==> src/rtl/pipe_stage_chain_pkg.sv <==
// Shared constants and helpers for the generic pipeline-register chain.
package pipe_stage_chain_pkg;

  // Canonical RISC-V NOP (addi x0, x0, 0); IF/ID instances use it as their flush payload.
  localparam logic [31:0] NOP_INSTR = 32'h0000_0013;

  // Widest valid vector popcount() accepts; chains longer than this are not supported.
  localparam int unsigned MaxStages = 64;

  // Number of set bits in vec.
  function automatic int unsigned popcount(input logic [MaxStages-1:0] vec);
    int unsigned cnt;
    cnt = 0;
    for (int i = 0; i < int'(MaxStages); i++) begin
      cnt = cnt + {31'd0, vec[i]};
    end
    return cnt;
  endfunction

endpackage

==> src/rtl/pipe_stage_chain_stage.sv <==
// One register stage: valid bit plus payload.
// Update priority is flush, then hold, then bubble, then load.
module pipe_stage_reg #(
  parameter int unsigned        DATA_W     = 64,
  parameter logic [DATA_W-1:0]  FLUSH_DATA = '0
) (
  input  logic              clk,
  input  logic              rst_n,
  input  logic              flush,
  input  logic              hold,
  input  logic              bubble,
  input  logic              load_valid,
  input  logic [DATA_W-1:0] load_data,
  output logic              valid,
  output logic [DATA_W-1:0] data
);

  logic              valid_q;
  logic [DATA_W-1:0] data_q;

  // Stage contents; flush wins over hold so a stalled wrong-path entry can still be killed.
  always_ff @(posedge clk or negedge rst_n) begin
    if (!rst_n) begin
      valid_q <= 1'b0;
      data_q  <= FLUSH_DATA;
    end else if (flush) begin
      valid_q <= 1'b0;
      data_q  <= FLUSH_DATA;
    end else if (hold) begin
      valid_q <= valid_q;
      data_q  <= data_q;
    end else if (bubble) begin
      // Predecessor is holding: take nothing rather than a copy of its entry.
      valid_q <= 1'b0;
      data_q  <= FLUSH_DATA;
    end else begin
      valid_q <= load_valid;
      data_q  <= load_data;
    end
  end

  assign valid = valid_q;
  assign data  = data_q;

endmodule

==> src/rtl/pipe_stage_chain.sv <==
// Generic chain of pipeline registers with stall, flush, back-pressure and optional
// bubble collapsing. Exposes every stage to hazard/forwarding logic.
module pipe_stage_chain
  import pipe_stage_chain_pkg::*;
#(
  parameter int unsigned        NUM_STAGES       = 4,
  parameter int unsigned        DATA_W           = 64,
  parameter logic [DATA_W-1:0]  FLUSH_DATA       = '0,
  parameter bit                 COLLAPSE_BUBBLES = 1'b1,
  parameter int unsigned        CNT_W            = 32
) (
  input  logic                                clk,
  input  logic                                rst_n,
  input  logic                                in_valid,
  output logic                                in_ready,
  input  logic [DATA_W-1:0]                   in_data,
  input  logic [NUM_STAGES-1:0]               stall_req,
  input  logic [NUM_STAGES-1:0]               flush,
  output logic                                out_valid,
  input  logic                                out_ready,
  output logic [DATA_W-1:0]                   out_data,
  output logic [NUM_STAGES-1:0]               stage_valid,
  output logic [NUM_STAGES*DATA_W-1:0]        stage_data,
  output logic [NUM_STAGES-1:0]               hold_o,
  output logic [$clog2(NUM_STAGES+1)-1:0]     occupancy,
  output logic [CNT_W-1:0]                    front_stall_cnt
);

  localparam int unsigned OccW = $clog2(NUM_STAGES + 1);

  logic [NUM_STAGES-1:0] valid;
  logic [NUM_STAGES-1:0] hold;
  logic [NUM_STAGES-1:0] bubble;
  logic [NUM_STAGES-1:0] prev_valid;
  logic [DATA_W-1:0]     data_arr  [NUM_STAGES];
  logic [DATA_W-1:0]     prev_data [NUM_STAGES];
  logic [CNT_W-1:0]      cnt_q;

  // Back-pressure chain, walked from the output end towards stage 0.
  always_comb begin
    logic h;
    hold = '0;
    h = stall_req[NUM_STAGES-1] | (valid[NUM_STAGES-1] & ~out_ready);
    hold[NUM_STAGES-1] = h;
    for (int i = int'(NUM_STAGES) - 2; i >= 0; i--) begin
      // An empty stage can absorb its predecessor's entry when collapsing is enabled.
      h = stall_req[i] | (h & (valid[i] | ~COLLAPSE_BUBBLES));
      hold[i] = h;
    end
  end

  // Per-stage load sources and bubble requests.
  always_comb begin
    prev_valid    = '0;
    bubble        = '0;
    prev_valid[0] = in_valid;
    prev_data[0]  = in_data;
    for (int i = 1; i < int'(NUM_STAGES); i++) begin
      prev_valid[i] = valid[i-1];
      prev_data[i]  = data_arr[i-1];
      bubble[i]     = hold[i-1];
    end
  end

  for (genvar g = 0; g < NUM_STAGES; g++) begin : g_stage
    pipe_stage_reg #(
      .DATA_W     (DATA_W),
      .FLUSH_DATA (FLUSH_DATA)
    ) u_stage (
      .clk        (clk),
      .rst_n      (rst_n),
      .flush      (flush[g]),
      .hold       (hold[g]),
      .bubble     (bubble[g]),
      .load_valid (prev_valid[g]),
      .load_data  (prev_data[g]),
      .valid      (valid[g]),
      .data       (data_arr[g])
    );
    assign stage_data[g*DATA_W +: DATA_W] = data_arr[g];
  end

  // Saturating count of cycles where upstream offers data that stage 0 cannot take.
  always_ff @(posedge clk or negedge rst_n) begin
    if (!rst_n) begin
      cnt_q <= '0;
    end else if (in_valid && hold[0] && (cnt_q != {CNT_W{1'b1}})) begin
      cnt_q <= cnt_q + 1'b1;
    end
  end

  assign in_ready        = ~hold[0];
  assign out_valid       = valid[NUM_STAGES-1];
  assign out_data        = data_arr[NUM_STAGES-1];
  assign stage_valid     = valid;
  assign hold_o          = hold;
  assign front_stall_cnt = cnt_q;
  assign occupancy       = OccW'(popcount(MaxStages'(valid)));

endmodule

==> config.mk <==
export PLATFORM = sky130hd
export DESIGN_NAME = pipe_stage_chain
export DESIGN_NICKNAME = d
export VERILOG_FILES = /design/src/rtl/pipe_stage_chain_pkg.sv /design/src/rtl/pipe_stage_chain_stage.sv /design/src/rtl/pipe_stage_chain.sv
export SDC_FILE = /design/constraint.sdc
export NUM_CORES = 1
export LEC_CHECK = 0
export CORE_ASPECT_RATIO = 0.75
export CORE_MARGIN = 1.5
export CORE_UTILIZATION = 42
export CTS_BUF_LIST = sky130_fd_sc_hd__clkbuf_4
export DETAILED_ROUTE_END_ITERATION = 8
export PLACE_DENSITY = 0.85
export SYNTH_ARGS = -nofsm -noshare
export SYNTH_HDL_FRONTEND = slang
export SYNTH_HIERARCHICAL = 1
export SYNTH_SLANG_ARGS = --single-unit
==> constraint.sdc <==
create_clock -name clk -period 2.9 [get_ports clk]
set_input_delay 0.29 -clock clk [delete_from_list [all_inputs] [get_ports clk]]
set_output_delay 0.29 -clock clk [all_outputs]
set_load 0.02 [all_outputs]
# Yosys cells after proc, flatten, opt, wreduce, memory -nomap -nowiden
# Cells that the tools add are included.
[word_totals] wordCells=52 ff_bits=292
[op_classes] bitwise=10 eq_ne=5 reduce_logical=2 n_addsub=4 mux=22
[op_table] cell="2-to-1 mux 64 bit" count=11
[op_table] cell="adder 32 x 1 -> 32 bit, second input constant" count=1
[op_table] cell="inequality test 32 bit, second input constant" count=1
[op_table] cell="2-to-1 mux 1 bit" count=11
[op_table] cell="inequality test 2 bit, second input constant" count=4
[op_table] cell="AND 1 bit" count=4
[op_table] cell="OR 1 bit" count=4
[op_table] cell="adder 2 x 1 -> 3 bit" count=1
[op_table] cell="adder 3 x 1 -> 3 bit" count=1
[op_table] cell="adder 1 x 1 -> 2 bit" count=1
[op_table] cell="logical AND 1 bit" count=2
[op_table] cell="inverter 1 bit" count=2

# Logic depth before layout (Yosys ltp)
[logic_depth] depth_word=12 depth_mapped=8 depth_no_buf=6

# Hierarchy
# Netlist, hierarchy kept.
[by_module_without_submodules] mod="pipe_stage_reg" instances=4 cells_each=154 seq_area_each_um2=1626.6 area_per_inst_um2=2472.4
[by_module_without_submodules] mod="pipe_stage_chain" instances=1 cells_each=244 seq_area_each_um2=800.8 area_per_inst_um2=2262.2

# Worst setup path before layout
# No wires, ideal clock.
[synth_path] kind="flip-flop to flip-flop" start="register cnt_q[0] (netlist: front_stall_cnt[0])" end="register cnt_q[1] (netlist: front_stall_cnt[1])" path_buffers=1 setup_slack_ps=410 t_required_ps=2772 period_less_slack_ps=2490 setup_ps=128 arrival_time_ps=2362 path_stages_with_launch=8 path_cell_list="dfrtp_1 > ha_1 > nand4_1 > or4_1 > buf_2 > nor4_4 > nor2_2 > mux2_1"
[synth_between] elab_chain_len=2
[synth_lines] item="start: declaration" line="pipe_stage_chain.sv:37" text="logic [CNT_W-1:0] cnt_q;"
[synth_lines] item="start signal: assignment" line="pipe_stage_chain.sv:88" text="cnt_q <= cnt_q + 1'b1;"
[synth_lines] item="parallel branches: the longest is 2 deep, another holds adder 32 x 1 -> 32 bit"
# Parallel ways; which one is timed is not known.
# A chain may end at the register's enable or synchronous reset.

# Final worst setup path
[layout_path] start="register g_stage[3].u_stage.valid_q" end="output occupancy[1]"
[layout_between] elab_chain_len=1
[layout_lines] item="start: declaration" line="pipe_stage_chain_stage.sv:18" text="logic valid_q;"
[layout_lines] item="start signal: assignment" line="pipe_stage_chain_stage.sv:30" text="valid_q <= valid_q;"
[layout_lines] item="start signal: assignment" line="pipe_stage_chain_stage.sv:37" text="valid_q <= load_valid;"
[layout_lines] item="adder 3 x 1 -> 3 bit" line="pipe_stage_chain_pkg.sv:15" text="cnt = cnt + {31'd0, vec[i]};"
[layout_lines] item="end: declaration" line="pipe_stage_chain.sv:25" text="output logic [$clog2(NUM_STAGES+1)-1:0] occupancy,"
# No other way between the ends.

==> results.sh <==
export IMPL_syn_num_nets=940
export IMPL_min_path_type="in -> async"
export IMPL_slew_violations=0
export IMPL_clock_fmax_mhz=361
export IMPL_grt_overflow_total=0
export IMPL_antenna_found_initial=1
export IMPL_dr_first_iter_drc_count=687
export IMPL_synth_warnings=6
export IMPL_criticalPathCategory="reg -> out"
export IMPL_worstPathBufferInverterCount=3
export IMPL_relSlewSlack=0.205
export IMPL_fin_area_um2=17100
export IMPL_cellPowerDensity_nw_per_um2=517
export IMPL_cts_inserted_buffers=74
export IMPL_drtAntennaViolNets=0
export IMPL_worstPathArrival_ns=2.48
export IMPL_min_period_over_period=0.954
export IMPL_setup_slack_ns=0.133
export IMPL_final_seq_area_um2=7310
export IMPL_r2r_start="front_stall_cnt[0]$_DFFE_PN0P_"
export IMPL_clk_path_buf_depth=3
export IMPL_crit_required_ns=2.61
export IMPL_worst_path_largest_cell_delay_ns=0.55
export IMPL_synth_top_area_cell="dfrtp_1"
export IMPL_path_max_fanout=2
export IMPL_dpl_cell_area_um2=16200
export IMPL_cts_tree="built"
export IMPL_dieArea_um2=30000
export IMPL_path_clk_slew_ns=0.07
export IMPL_synth_adder_area_share=0.00474
export IMPL_status="complete, no violations"
export IMPL_dr_pass1_iters=5
export IMPL_place_congestion=0.858
export IMPL_htreeDepth=3
export IMPL_clock_latency_ns=0.67
export IMPL_min_period_ns=2.77
export IMPL_drive_gt1_frac=0.126
export IMPL_finalSetupTns_ns=0
export IMPL_drc=0
export IMPL_yosysSeqAreaShare=0.601
export IMPL_rr_worst_depth=7
export IMPL_grt_start_max_net_pins=81
export IMPL_fp_dieW_um=199
export IMPL_avgSynthCellArea_um2=14.1
export IMPL_yosys_cell_count_top_type="dfrtp_1"
export IMPL_synth_xor_area_share=0.0209
export IMPL_multi_input_area_um2=3600
export IMPL_netlist_instances=860
export IMPL_synth_compound_area_frac=0.219
export IMPL_hold_violations=0
export IMPL_nets=1338
export IMPL_path_delay_family="adder cells"
export IMPL_ys_top_cells_by_count="292 x dfrtp_1, 260 x a32o_1, 65 x buf_4"
export IMPL_synth_edf_count=0
export IMPL_ys_top_cells_by_area="dfrtp_1 60%, a32o_1 21%, buf_6 4.6%"
export IMPL_grt_pass1_wl_mm=58.4
export IMPL_critPathLaunchType="flop"
export IMPL_area_delta_synth_final_pct=40.9
export IMPL_end_kind="output port"
export IMPL_p_leak_nw=7.28
export IMPL_dpl_hpwl_mm=27.7
export IMPL_buffer_ports_inserted=440
export IMPL_vias=9973
export IMPL_start_util=0.430
export IMPL_fin_skew_ns=0.0200
export IMPL_max_cap_violations=0
export IMPL_rsz0062_at_grt="false"
export IMPL_post_route_util=0.606
export IMPL_synth_async_sr_flop_share=1.00
export IMPL_num_rows=53
export IMPL_yosys_area_share_simple=0.0451
export IMPL_core_um2=28200
export IMPL_avgViaCountPerCell=5.90
export IMPL_clock_sinks=292
export IMPL_synth_top_area_share=0.601
export IMPL_ir_worst_vdd_v=0.000463
export IMPL_reg2reg_slack_ns=0.14
export IMPL_wire_per_inst_um=23.2
export IMPL_worst_pin_slew_ns=1.19
export IMPL_synth_ff_type="dfrtp_1"
export IMPL_clockRootBuffer="clkbuf_4"
export IMPL_grt_pass1_vias=9965
export IMPL_critical_path_cell_chain="inv_1, fa_1, inv_1, ha_1, ha_1, clkdlybuf4s15_2"
export IMPL_ys_types=37
export IMPL_ys_ff_latch=292
export IMPL_pre_cts_slack_ns=0.0398
export IMPL_slowest_stage="fa_1"
export IMPL_grtUsageTotal=0.256
export IMPL_rr_endpoint="front_stall_cnt[31]$_DFFE_PN0P_"
export IMPL_wl_mm=39.2
export IMPL_die_y_um=150
export IMPL_syn_area_um2=12200
export IMPL_io_pins=441
export IMPL_setup_viol=0
export IMPL_power_mw=8.85
export IMPL_fill_cells=2191
export IMPL_synth_top_family_by_area="compound AO/OA/AOI/OAI gates"
export IMPL_synthMuxAreaShare=0.00278
-- final cells by class --
class                      count  share of cell area
sequential                   292               0.427
timing repair buffer         476               0.277
multi-input combinational    400               0.210
clock buffer                 102              0.0447
tap                          385              0.0281
clock inverter                19             0.00914
inverter                      14             0.00307
antenna                        2            0.000292
-- per-layer routing --
metal | share of wire | GRT usage | vias to the layer above
met5 | 0 | 0 | -
met4 | 0.034 | 0.112 | 0
met3 | 0.087 | 0.0697 | 83
met2 | 0.48 | 0.407 | 547
met1 | 0.40 | 0.330 | 5125
li1 | - | - | 4218
-- worst max-delay path by stage --
stage	endpoint	start	cells past startpoint	slack, ns
2_1_floorplan	front_stall_cnt[1]$_DFFE_PN0P_	front_stall_cnt[0]$_DFFE_PN0P_	7	0.41
3_3_place_gp	g_stage[1].u_stage/data[31]$_DFFE_PN0P_	out_ready	7	0.11
3_5_place_dp	g_stage[1].u_stage/data[35]$_DFFE_PN0P_	out_ready	7	0.04
4_1_cts	occupancy[1]	g_stage[0].u_stage/valid$_DFFE_PN0P_	6	0.01
5_1_grt	front_stall_cnt[31]$_DFFE_PN0P_	front_stall_cnt[0]$_DFFE_PN0P_	7	0.00005
6_report	occupancy[1]	g_stage[3].u_stage/valid$_DFFE_PN0P_	6	0.13
-- sequential cells by signal, summed over array words and instances, names as in the netlist --
| signal | cells |
|---|---|
| g_stage.u_stage/valid | 4 |
| g_stage.u_stage/data | 256 |
| front_stall_cnt | 32 |
-- where the power goes --
part	switching (mW)	total, mW	internal, mW
clock	1.60	3.48	1.88
combinational	0.605	1.03	0.423
sequential	0.156	4.34	4.19
total	2.36	8.85	6.49
-- through the flow --
stage / instances / hold WS [ns]
floorplan: 860 / -0.00559
detailed placement: 1563 / 0.302
global route: 1690 / 0.170
finish: 1690 / 0.170
global placement: 1563 / 0.298
CTS: 1686 / 0.106
-- layout by cell type, fill, tap and decap left out, types with 3 or more instances in the layout --
cell,instances
buf_12,5
nor2_4,4
xnor2_1,4
nor3_1,14
nand2_1,13
nor2b_4,4
nand4_1,9
nor4_1,15
nor2_1,4
and4_1,3
inv_1,10
dlygate4sd2_1,3
clkinv_1,12
nand3_1,15
and3_1,4
a32o_1,260
clkbuf_4,102
buf_4,30
bufinv_16,3
clkdlybuf4s50_1,434
xor2_1,25
dfrtp_1,290
ha_1,3
inv_2,5
-- what timing repair did --
item | 4_1_cts | 5_1_grt
hold buffers | 1 | 0
endpoints found under the setup margin | 4 | 2
endpoints found under the hold margin | 113 | 0
gates resized for setup | 7 | 2
setup buffers | 1 | 2
-- logic make-up (layout without fill, tap and decap cells) --
logic type                 after synthesis  in the layout
AOI/OAI and AO/OA                      268            268
buffers and inverters                  168            611
xor gates and xnor gates                29             29
other                                    1              3
muxes                                    3              3
DFF                                    292            292
and+or+nand+nor                         95             95
adders and majority gates                4              4
Note: power is estimated with default switching activity, not from simulation.
